[src/rtl/insertion_sort_stream_if.sv]
// Stream interface for the insertion sorter: input word channel, output word
// channel and the per-frame order select.
interface insertion_sort_stream_if #(
  parameter int DATA_W = 32
);
  logic              descend;
  logic              in_valid;
  logic              in_ready;
  logic [DATA_W-1:0] in_data;
  logic              in_last;
  logic              out_valid;
  logic              out_ready;
  logic [DATA_W-1:0] out_data;
  logic              out_last;

  // Sorter side
  modport slave (
    input  descend, in_valid, in_data, in_last, out_ready,
    output in_ready, out_valid, out_data, out_last
  );

  // Producer/consumer side
  modport master (
    output descend, in_valid, in_data, in_last, out_ready,
    input  in_ready, out_valid, out_data, out_last
  );
endinterface

[src/rtl/insertion_sort_stream.sv]
// Streaming insertion sorter: each accepted word is inserted into a sorted
// register array in the cycle it arrives, then the frame is streamed out
// smallest-first or largest-first as latched on the frame's first word.
module insertion_sort_stream #(
  parameter  int DATA_W = 32,
  parameter  int DEPTH  = 8,
  localparam int CNT_W  = $clog2(DEPTH + 1)
) (
  input  logic                  clk,
  input  logic                  rst_n,
  input  logic                  flush,
  insertion_sort_stream_if.slave bus,
  output logic [CNT_W-1:0]      count,
  output logic                  busy
);

  localparam int IDX_W = $clog2(DEPTH);

  typedef enum logic {LOAD = 1'b0, DRAIN = 1'b1} state_t;

  state_t            state_q, state_d;
  logic [DATA_W-1:0] arr_q [DEPTH];
  logic [DATA_W-1:0] arr_d [DEPTH];
  logic [CNT_W-1:0]  count_q, count_d;
  logic [CNT_W-1:0]  rd_q, rd_d;
  logic              desc_q, desc_d;
  logic [DEPTH-1:0]  prec;
  logic              accept;
  logic              mode;
  logic              frame_end;
  logic              rd_last;

  assign accept    = bus.in_valid && (state_q == LOAD) && !flush;
  // The order is taken live on the first word, then held for the frame.
  assign mode      = (count_q == '0) ? bus.descend : desc_q;
  assign frame_end = bus.in_last || (count_q == CNT_W'(DEPTH - 1));
  assign rd_last   = (rd_q == count_q - CNT_W'(1));

  // Flag held entries that stay ahead of the new word (ties keep the old word first)
  always_comb begin
    for (int i = 0; i < DEPTH; i++) begin
      if (CNT_W'(i) < count_q) begin
        prec[i] = mode ? (arr_q[i] >= bus.in_data) : (arr_q[i] <= bus.in_data);
      end else begin
        prec[i] = 1'b0;
      end
    end
  end

  // Next-state: flush first, then insertion in LOAD, read-out in DRAIN
  always_comb begin
    state_d = state_q;
    count_d = count_q;
    rd_d    = rd_q;
    desc_d  = desc_q;
    arr_d   = arr_q;
    if (flush) begin
      state_d = LOAD;
      count_d = '0;
      rd_d    = '0;
    end else if (state_q == LOAD) begin
      if (accept) begin
        if (count_q == '0) begin
          desc_d = bus.descend;
        end
        count_d = count_q + CNT_W'(1);
        // prec is a run of ones followed by zeros: the first zero is the
        // insertion slot, everything after it shifts up by one.
        if (!prec[0]) begin
          arr_d[0] = bus.in_data;
        end
        for (int i = 1; i < DEPTH; i++) begin
          if (!prec[i]) begin
            arr_d[i] = prec[i-1] ? bus.in_data : arr_q[i-1];
          end
        end
        if (frame_end) begin
          state_d = DRAIN;
        end
      end
    end else if (bus.out_ready) begin
      if (rd_last) begin
        state_d = LOAD;
        count_d = '0;
        rd_d    = '0;
      end else begin
        rd_d = rd_q + CNT_W'(1);
      end
    end
  end

  // State, array and pointer registers with asynchronous clear
  always_ff @(posedge clk or negedge rst_n) begin
    if (!rst_n) begin
      state_q <= LOAD;
      count_q <= '0;
      rd_q    <= '0;
      desc_q  <= 1'b0;
      for (int i = 0; i < DEPTH; i++) begin
        arr_q[i] <= '0;
      end
    end else begin
      state_q <= state_d;
      count_q <= count_d;
      rd_q    <= rd_d;
      desc_q  <= desc_d;
      arr_q   <= arr_d;
    end
  end

  assign bus.in_ready  = (state_q == LOAD);
  assign bus.out_valid = (state_q == DRAIN);
  assign bus.out_data  = (state_q == DRAIN) ? arr_q[rd_q[IDX_W-1:0]] : '0;
  assign bus.out_last  = (state_q == DRAIN) && rd_last;
  assign count         = count_q;
  assign busy          = (state_q == DRAIN);

endmodule

[src/flat_wrapper.sv]
// flat-port wrapper written by rule: the top's interface ports become plain ports
module insertion_sort_stream_flat 
#(
  parameter  int DATA_W = 32,
  parameter  int DEPTH  = 8,
  localparam int CNT_W  = $clog2(DEPTH + 1)
)
  (clk, rst_n, flush, count, busy, bus_descend, bus_in_valid, bus_in_data, bus_in_last, bus_out_ready, bus_in_ready, bus_out_valid, bus_out_data, bus_out_last);
  insertion_sort_stream_if #(.DATA_W(DATA_W)) bus_i ();
  input  logic clk;
  input  logic rst_n;
  input  logic flush;
  output logic [CNT_W-1:0] count;
  output logic busy;
  input wire logic [$bits(bus_i.descend)-1:0] bus_descend;
  input wire logic [$bits(bus_i.in_valid)-1:0] bus_in_valid;
  input wire logic [$bits(bus_i.in_data)-1:0] bus_in_data;
  input wire logic [$bits(bus_i.in_last)-1:0] bus_in_last;
  input wire logic [$bits(bus_i.out_ready)-1:0] bus_out_ready;
  output wire logic [$bits(bus_i.in_ready)-1:0] bus_in_ready;
  output wire logic [$bits(bus_i.out_valid)-1:0] bus_out_valid;
  output wire logic [$bits(bus_i.out_data)-1:0] bus_out_data;
  output wire logic [$bits(bus_i.out_last)-1:0] bus_out_last;
  assign bus_i.descend = bus_descend;
  assign bus_i.in_valid = bus_in_valid;
  assign bus_i.in_data = bus_in_data;
  assign bus_i.in_last = bus_in_last;
  assign bus_i.out_ready = bus_out_ready;
  assign bus_in_ready = bus_i.in_ready;
  assign bus_out_valid = bus_i.out_valid;
  assign bus_out_data = bus_i.out_data;
  assign bus_out_last = bus_i.out_last;
  insertion_sort_stream #(.DATA_W(DATA_W), .DEPTH(DEPTH)) u_core (.clk(clk), .rst_n(rst_n), .flush(flush), .bus(bus_i), .count(count), .busy(busy));
endmodule
[config.mk]
export PLATFORM = sky130hd
export DESIGN_NAME = insertion_sort_stream_flat
export DESIGN_NICKNAME = d
export VERILOG_FILES = /design/src/rtl/insertion_sort_stream_if.sv /design/src/rtl/insertion_sort_stream.sv /design/src/flat_wrapper.sv
export SDC_FILE = /design/constraint.sdc
export NUM_CORES = 1
export LEC_CHECK = 0
export BUFFER_PORTS_ARGS = -buffer_cell sky130_fd_sc_hd__buf_2
export CAP_MARGIN = 15
export CORE_ASPECT_RATIO = 1.25
export CORE_MARGIN = 3
export CORE_UTILIZATION = 40
export CTS_CLUSTER_DIAMETER = 150
export DETAILED_ROUTE_END_ITERATION = 10
export GPL_TIMING_DRIVEN = 0
export PLACE_DENSITY_LB_ADDON = 0.3
export SLEW_MARGIN = 10
export SYNTH_ARGS = -nofsm -noshare
export SYNTH_HDL_FRONTEND = slang
export SYNTH_SLANG_ARGS = --single-unit
[constraint.sdc]
create_clock -name clk -period 3.7 [get_ports clk]
set_input_delay 0.37 -clock clk [delete_from_list [all_inputs] [get_ports clk]]
set_output_delay 0.37 -clock clk [all_outputs]
set_load 0.05 [all_outputs]
# Yosys cells after proc, flatten, opt, wreduce, memory -nomap -nowiden
# Cells that the tools add are included.
# word_totals
ff_bits	266
in_bits	39
output_inout_bits	40
# op_classes
n_addsub	3
n_lt_le_gt_ge	25
eq_ne	4
mux	43
n_bitwise	11
reduce_logical	20
# op_table
op	n
2-to-1 mux 32 bit	10
>= comparator 32 bit	8
<= comparator 32 bit	8
binary-select mux 32 bit (select 3 bit)	1
2-to-1 mux 4 bit	9
AND reduction 4 bit	8
2-to-1 mux 1 bit	23
< comparator 3 x 4 -> 1 bit (first input constant)	4
inverter 1 bit	10
adder 4 x 1 -> 4 bit (second input constant)	2
< comparator 1 x 4 -> 1 bit (first input constant)	2
< comparator 2 x 4 -> 1 bit (first input constant)	2
inequality test 3 bit (second input constant)	2
AND reduction 3 bit	2
== test 4 x 3 -> 1 bit (second input constant)	1
== test 4 bit	1
>= comparator 4 bit (second input constant)	1
logical NOT 4 bit	1
inverter 3 -> 4 bit	1
nonzero test 2 bit	2
subtractor 4 x 1 -> 4 bit (second input constant)	1
logical AND 1 bit	3
nonzero test 3 bit	1
AND reduction 2 bit	1
other kinds (2)	2

# Depth between registers and ports, before layout
# Gate-level depths: netlist (run 1).
# depth
word_depth	6
ltp_mapped	13
depth_no_buf	10

# Worst setup path before layout (run 1)
# OpenSTA, ideal clock, no wires.
# synth_timing
path_kind	in2reg
from	input bus_in_data[30]
to	register u_core.arr_q[215] (netlist name)
setup_ns	0.125
arrival_ns	3.122
slack_ns	0.453
cell_stages	12
n_path_buf	2
path_cell_list	clkbuf_1 > inv_1 > ha_1 > a21oi_1 > nand2_1 > a221o_1 > or3_1 > a21o_1 > mux2_4 > a21oi_4 > buf_4 > mux2_2
# synth_between
elab_chain_cells	5
word_cells_on_any_way	11
cone_classes	order compare: 4; mux: 5; bitwise: 1; reduce/logical: 1
# synth_lines
item	line	source
start: declaration	flat_wrapper.sv:17	input wire logic [$bits(bus_i.in_data)-1:0] bus_in_data;
<= comparator 32 bit / >= comparator 32 bit (equally long branches)	insertion_sort_stream.sv:43	prec[i] = mode ? (arr_q[i] >= bus.in_data) : (arr_q[i] <= bus.in_data);
2-to-1 mux 1 bit	insertion_sort_stream.sv:43	
2-to-1 mux 1 bit	insertion_sort_stream.sv:42	if (CNT_W'(i) < count_q) begin
inverter 1 bit (no line)	-	
AND reduction 4 bit (no line)	-	
end signal: assignment	insertion_sort_stream.sv:107	arr_q <= arr_d;
end: declaration	insertion_sort_stream.sv:22	logic [DATA_W-1:0] arr_q [DEPTH];
# Parallel ways exist; a longest one is shown, timed or not.
# A chain may end at the register's enable or synchronous reset.

# Worst setup path in the final report (run 1)
# layout_timing
from	register u_core.arr_q[174] (netlist name)
to	register u_core.arr_q[165] (netlist name)
# layout_between
elab_chain_cells	5
word_cells_on_any_way	6
cone_classes	order compare: 2; mux: 2; bitwise: 1; reduce/logical: 1
# layout_lines
item	line
<= comparator 32 bit / >= comparator 32 bit (equally long branches)	insertion_sort_stream.sv:43
2-to-1 mux 1 bit (*)	insertion_sort_stream.sv:43
2-to-1 mux 1 bit (*)	insertion_sort_stream.sv:42
inverter 1 bit (no line) (*)	-
AND reduction 4 bit (no line) (*)	-
# Mark *: on every way between the ends. The rest lies on a longest branch, timed or not.

==> impl_metrics.csv, run 1 <==
group,metric,value,unit
run_status,status,"finished with violations",
run_status,failed_checks,"setup timing",
logic_synthesis,synthCells,1995,
logic_synthesis,syn-cell-area,20520,um2
cts,root_buffer,"clkbuf_16",
grt,antenna_found_initial,2,
floorplanning,die_area,54060,um2
detailed_routing,vias,17427,
placed_design,dp_hpwl,55600,um
setup_path,worstPathRequired,4170,ps
placed_design,routabilityCongestion,0.9482,
setup_path,r2r_slack,-20,ps
logic_synthesis,synth_top_area_share,0.3244,
setup_path,worstSetupEndpoint,"u_core.arr_q[165]",
cts,clk_latency,560,ps
power_and_ir_drop,peakVddDrop,0.3901,mV
setup_path,r2r_start,"u_core.arr_q[174]",
floorplanning,die_h,259.2,um
floorplanning,io_pins,79,
setup_path,cp-start-kind,"register",
floorplanning,coreArea,50530,um2
logic_synthesis,synthFlopType,"dfrtp_1",
layout,final_util,0.4578,
placed_design,portBuffers,48,
detailed_routing,ant_nets,0,
sta,rsz0062_at_grt,"no",
layout,multi_input_area,13140,um2
grt,grt_max_degree,106,
power_and_ir_drop,p_leak,11.03,nW
logic_synthesis,postSynthAreaPerCell,10.28,um2
sta,max_freq,0.2686,GHz
sta,setup_violations,14,
sta,tns,-134.9,ps
sta,relSlewSlack,0.2552,
logic_synthesis,synth_top_cell_by_area,"dfrtp_1",
sta,post-route-min-period,3724,ps
logic_synthesis,synth_cell_type_count,67,
setup_path,setup.worst_path.class,"reg2reg",
flow_run,maxCapViolCount,0,
power_and_ir_drop,power-per-cell-area,673.0,nW/um2
sta,finalHoldViolCount,0,
logic_synthesis,ys_warn_count,0,
grt,gr-total-overflow,0,
floorplanning,core.rowCount,92,
setup_path,crit_start,"u_core.arr_q[174]",
detailed_routing,wire_per_inst,27.08,um
layout,area_delta_synth_final,12.76,%
floorplanning,initial_utilization,0.4060,
logic_synthesis,ys_seq_area_frac,0.3244,
hold_path,hp-class,"in2reg",
grt,grt_pass1_vias,17842,
layout,n_fill_cell,4791,
floorplanning,die_w,208.6,um
detailed_routing,vias_per_cell,6.287,
detailed_routing,drc,0,
detailed_routing,routed_wl,75060,um
logic_synthesis,synth_fp_nets,2294,
sta,fin_skew,17.67,ps
layout,final_cells,2772,
cts,cts_buffers,34,
detailed_routing,drt_first_pass_iters,5,
sta,setup_ws,-23.60,ps
cts,cts_tree,"built",
grt,gr-usage-all-layers,0.2729,
sta,fin_crit_sh,1.006,
detailed_routing,first_iter_violations,1688,
placed_design,placedCellCount,2703,
sta,slew_violations,0,
logic_synthesis,ys_ff_latch,266,
layout,final_area,23130,um2
placed_design,placed_cell_area,21640,um2
setup_path,crit_arrival,4190,ps
cts,clk_pin_slew_worst_paths,60,ps
logic_synthesis,synth_edf_count,0,
cts,clock_path_buffers,3,
setup_path,end_kind,"register",
setup_path,rr_endpoint,"u_core.arr_q[165]",
setup_path,r2r_cells,11,
logic_synthesis,synth_area_leaders,"dfrtp_1, ha_1, mux2i_1",
grt,grt_pass1_wl,113000,um
layout,nets,2387,
layout,regArea,6656,um2
cts,cts_sinks,266,
setup_path,crit_fanout,10,
layout,final_layout_size_suffix_gt1_frac,0.2106,
logic_synthesis,async_flop_share,1.000,
sta,tightest_slew,1117,ps
cts,h-tree-depth,2,
## layout by cell type, fill, tap and decap left out, types with 45 or more instances in the layout
cell type / n
a21oi_1: 135
buf_2: 66
clkbuf_1: 45
dfrtp_1: 266
ha_1: 260
inv_1: 75
mux2_2: 142
mux2i_1: 197
mux4_2: 64
nand2_1: 109
nand3_1: 56
nand4_1: 53
nor2_1: 123
o21ai_0: 164
## report_power, final
group	leakage [nW]	switching [mW]	internal [mW]
combinational	7.29	3.69	2.99
clock	0.572	1.40	2.11
sequential	3.17	1.39	3.99
## worst min path at each step
stage / end / startpoint / depth (start not counted)
floorplan: u_core.arr_q[0] / rst_n / 0
global placement: u_core.arr_q[39] / u_core.arr_q[39] / 2
detailed placement: u_core.arr_q[18] / rst_n / 1
CTS: u_core.rd_q[1] / flush / 2
global route: u_core.rd_q[1] / flush / 2
finish: u_core.rd_q[1] / flush / 2
## metal layers
layer	global-route usage	routed length (um)	vias to the layer above
met1	0.3330	29460	8786
met4	0.1696	5642	2
met2	0.4580	35630	752
met5	0	13	-
li1	-	-	7646
met3	0.03626	4314	241
## cell usage after synthesis, types with 3 or more instances
cell type,n
dfrtp_1,266
ha_1,260
mux2i_1,199
o21ai_0,164
mux2_2,142
a21oi_1,136
nor2_1,123
nand2_1,111
inv_1,81
clkbuf_1,77
mux4_2,64
nand3_1,56
nand4_1,53
a31oi_1,35
buf_2,23
nor4_1,18
a21o_1,14
buf_4,14
mux2_1,13
a221oi_1,10
buf_1,10
and4_1,9
o211ai_1,8
a221o_1,7
nor3_1,7
xnor2_1,7
a211oi_1,6
nand2b_1,6
nor2b_1,6
o211a_1,6
o21a_1,6
and2_0,4
and3_1,4
nand3b_1,4
buf_6,3
or3_1,3
## through the flow
stage / setup WS (ps) / hold slack (ps) / power (mW)
finish: -23.60 / 112.5 / 15.57
global route: 4.237 / 110.4 / 16.50
CTS: 5.265 / 84.12 / 15.44
detailed placement: -1657 / 376.8 / 11.83
global placement: -3064 / 516.9 / 11.56
floorplan: 452.8 / 74.41 / 9.538
## cell families after synthesis
| logic type | synth area share |
|---|---|
| mux | 0.2532 |
| compound gates | 0.1204 |
| simple gates | 0.09624 |
| flops | 0.3244 |
| fa+ha+maj | 0.1586 |
| buf+inv | 0.04330 |
| xor+xnor | 0.003842 |
## what timing repair did
action	in CTS	in global routing
setup buffers	4	2
gates resized for setup	57	60
setup endpoints to repair	276	265
pin swaps	3	2
hold buffers	1	0
hold endpoints to repair	61	0
## layout make-up
class                           count  area share
Buffer                            127     0.02915
Clock buffer                       52     0.04549
Timing Repair Buffer               57     0.01612
Tap cell                          658     0.03559
Antenna cell                        1   0.0001082
Sequential cell                   266      0.2877
Multi-Input combinational cell   1520      0.5681
Clock inverter                      9    0.004435
Inverter                           82     0.01331
## sequential cells by signal, indices dropped and copies added (netlist names)
register              cells
u_core.arr_q            256
u_core.count              4
u_core.rd_q               4
u_core.bus.out_valid      1
u_core.desc_q             1
## worst max-delay path: stages (launching register included)
cell     delay [ps]
dfrtp_1         440
ha_1            340
nand4_1         290
nor4_2          570
o21ai_0         360
a31o_1          350
a211o_1         340
a31oi_4         250
buf_12          150
buf_2           310
nor2_1           80
a31oi_1         140
(Power assumes the default switching activity.)
==> run 2, diff against run 1 <==
REMOVE_ABC_BUFFERS = 1   (was default)
==> impl_metrics.csv, run 2 (synthesis results as in run 1) <==
group,metric,value,unit
sta,tns,0,ps
setup_path,setup.worst_path.class,"reg2reg",
placed_design,dp_hpwl,48800,um
cts,clk_pin_slew_worst_paths,60,ps
cts,cts_buffers,31,
flow_run,maxCapViolCount,0,
hold_path,hold_path_end,"u_core.rd_q[1]",
run_status,status,"finished, final reports clean",
layout,area_delta_synth_final,13.82,%
sta,setup_ws,13.94,ps
sta,rsz0062_at_grt,"no",
detailed_routing,ant_nets,0,
detailed_routing,vias,16800,
detailed_routing,routed_wl,69340,um
sta,setup_violations,0,
detailed_routing,top_layer,"met5",
grt,grt_pass1_vias,16921,
detailed_routing,drc,0,
sta,fin_crit_sh,0.9962,
layout,n_fill_cell,4629,
sta,fin_skew,13.55,ps
cts,cts_sinks,266,
setup_path,crit_fanout,22,
grt,antenna_found_initial,2,
detailed_routing,met3_length,4166,um
grt,gr-total-overflow,0,
layout,layout_commonest_cell,"dfrtp_1",
detailed_routing,m1WireLength,26720,um
power_and_ir_drop,power-per-cell-area,648.4,nW/um2
power_and_ir_drop,p_leak,11.07,nW
setup_path,r2r_start,"u_core.arr_q[91]",
cts,h-tree-depth,1,
layout,final_cell_mix,"dfrtp_1, ha_1, mux2i_1",
detailed_routing,first_iter_violations,1403,
floorplanning,io_pins,79,
layout,nets,2331,
setup_path,cp-start-kind,"register",
cts,clk_latency,590,ps
cts,cts_tree,"built",
placed_design,pre_cts_slack,-923.6,ps
setup_path,end_kind,"register",
detailed_routing,wl_met2,34740,um
layout,final_area,23350,um2
floorplanning,die_h,259.2,um
sta,slew_violations,0,
layout,final_layout_size_suffix_gt1_frac,0.2054,
sta,finalHoldViolCount,0,
detailed_routing,wire_per_inst,25.56,um
floorplanning,die_area,54060,um2
setup_path,r2r_slack,10,ps
floorplanning,coreArea,50530,um2
setup_path,worstPathRequired,4190,ps
floorplanning,die_w,208.6,um
hold_path,hp-class,"in2reg",
layout,n_antenna_cell,0,
cts,root_buffer,"clkbuf_16",
layout,largest_reg_flops,256,
grt,grt_pass1_wl,105300,um
cts,clock_path_buffers,3,
layout,regMostFlops,"u_core.arr_q",
floorplanning,initial_utilization,0.4060,
setup_path,crit_arrival,4170,ps
grt,gr-usage-all-layers,0.2517,
sta,post-route-min-period,3686,ps
grt,grt_max_degree,103,
sta,relSlewSlack,0.2402,
placed_design,routabilityCongestion,0.9005,
detailed_routing,vias_per_cell,6.192,
detailed_routing,drt_first_pass_iters,9,
sta,tightest_slew,1140,ps
placed_design,placed_cell_area,22090,um2
hold_path,hold_path.startpoint,"flush",
layout,regArea,6668,um2
placed_design,portBuffers,78,
power_and_ir_drop,peakVddDrop,0.4330,mV
power_and_ir_drop,p_total,15.14,mW
sta,max_freq,0.2713,GHz
setup_path,r2r_cells,10,
setup_path,rr_endpoint,"u_core.arr_q[45]",
floorplanning,core.rowCount,92,
layout,multi_input_area,13170,um2
hold_path,holdPathStages,2,
[run 2: layout make-up]
type / instances / share of cell area
repair buffers: 130 / 0.05873
multi-input cells: 1521 / 0.5642
clock buffers: 44 / 0.03703
flip-flops and latches: 266 / 0.2855
inverters: 82 / 0.01323
well taps: 658 / 0.03526
clock inverters: 12 / 0.006055
[run 2: worst max path at each step]
stage                               from           endpoint  depth (start not counted)
floorplan           u_core.bus.out_valid   u_core.arr_q[64]                          4
global placement    u_core.bus.out_valid   u_core.arr_q[74]                          4
detailed placement       bus_in_data[27]  u_core.arr_q[102]                         11
CTS                    u_core.arr_q[123]  u_core.arr_q[102]                          9
global route            u_core.arr_q[79]   u_core.arr_q[45]                         10
finish                  u_core.arr_q[91]   u_core.arr_q[45]                         10
[run 2: metrics by stage]
step	utilization	std cells	hold slack [ps]
floorplan	-	1868	74.41
global route	0.4621	2713	51.34
CTS	0.4602	2708	37.60
finish	0.4621	2713	60.92
global placement	0.4185	2604	519.8
detailed placement	0.4372	2639	449.9
[run 2: per-layer routing]
layer | up-vias | GRT usage
met2 | 685 | 0.4465
met4 | 2 | 0.1163
li1 | 7556 | -
met5 | - | 0
met3 | 230 | 0.03167
met1 | 8327 | 0.3047
[run 2: worst max-delay path: stages (launching register included)]
cell     delay (ps)
dfrtp_1         420
ha_1            340
nand4_1         350
nor4_4          490
nand4_1         300
a41o_1          330
a41oi_4         410
nand2_4         310
buf_12          300
mux2i_1         140
o21ai_0         170
[run 2: report_power, final]
| group | switching (mW) | internal (mW) |
|---|---|---|
| clock | 1.33 | 1.82 |
| combinational | 3.51 | 3.06 |
| sequential | 1.42 | 3.99 |
[run 2: repair_timing]
item | CTS | global route
endpoints found under the hold margin | 100 | 0
cloned | 1 | 0
resized for setup | 6 | 6
pin swaps | 5 | 3
endpoints found under the setup margin | 165 | 135
setup buffers | 11 | 5
hold buffers | 1 | 0
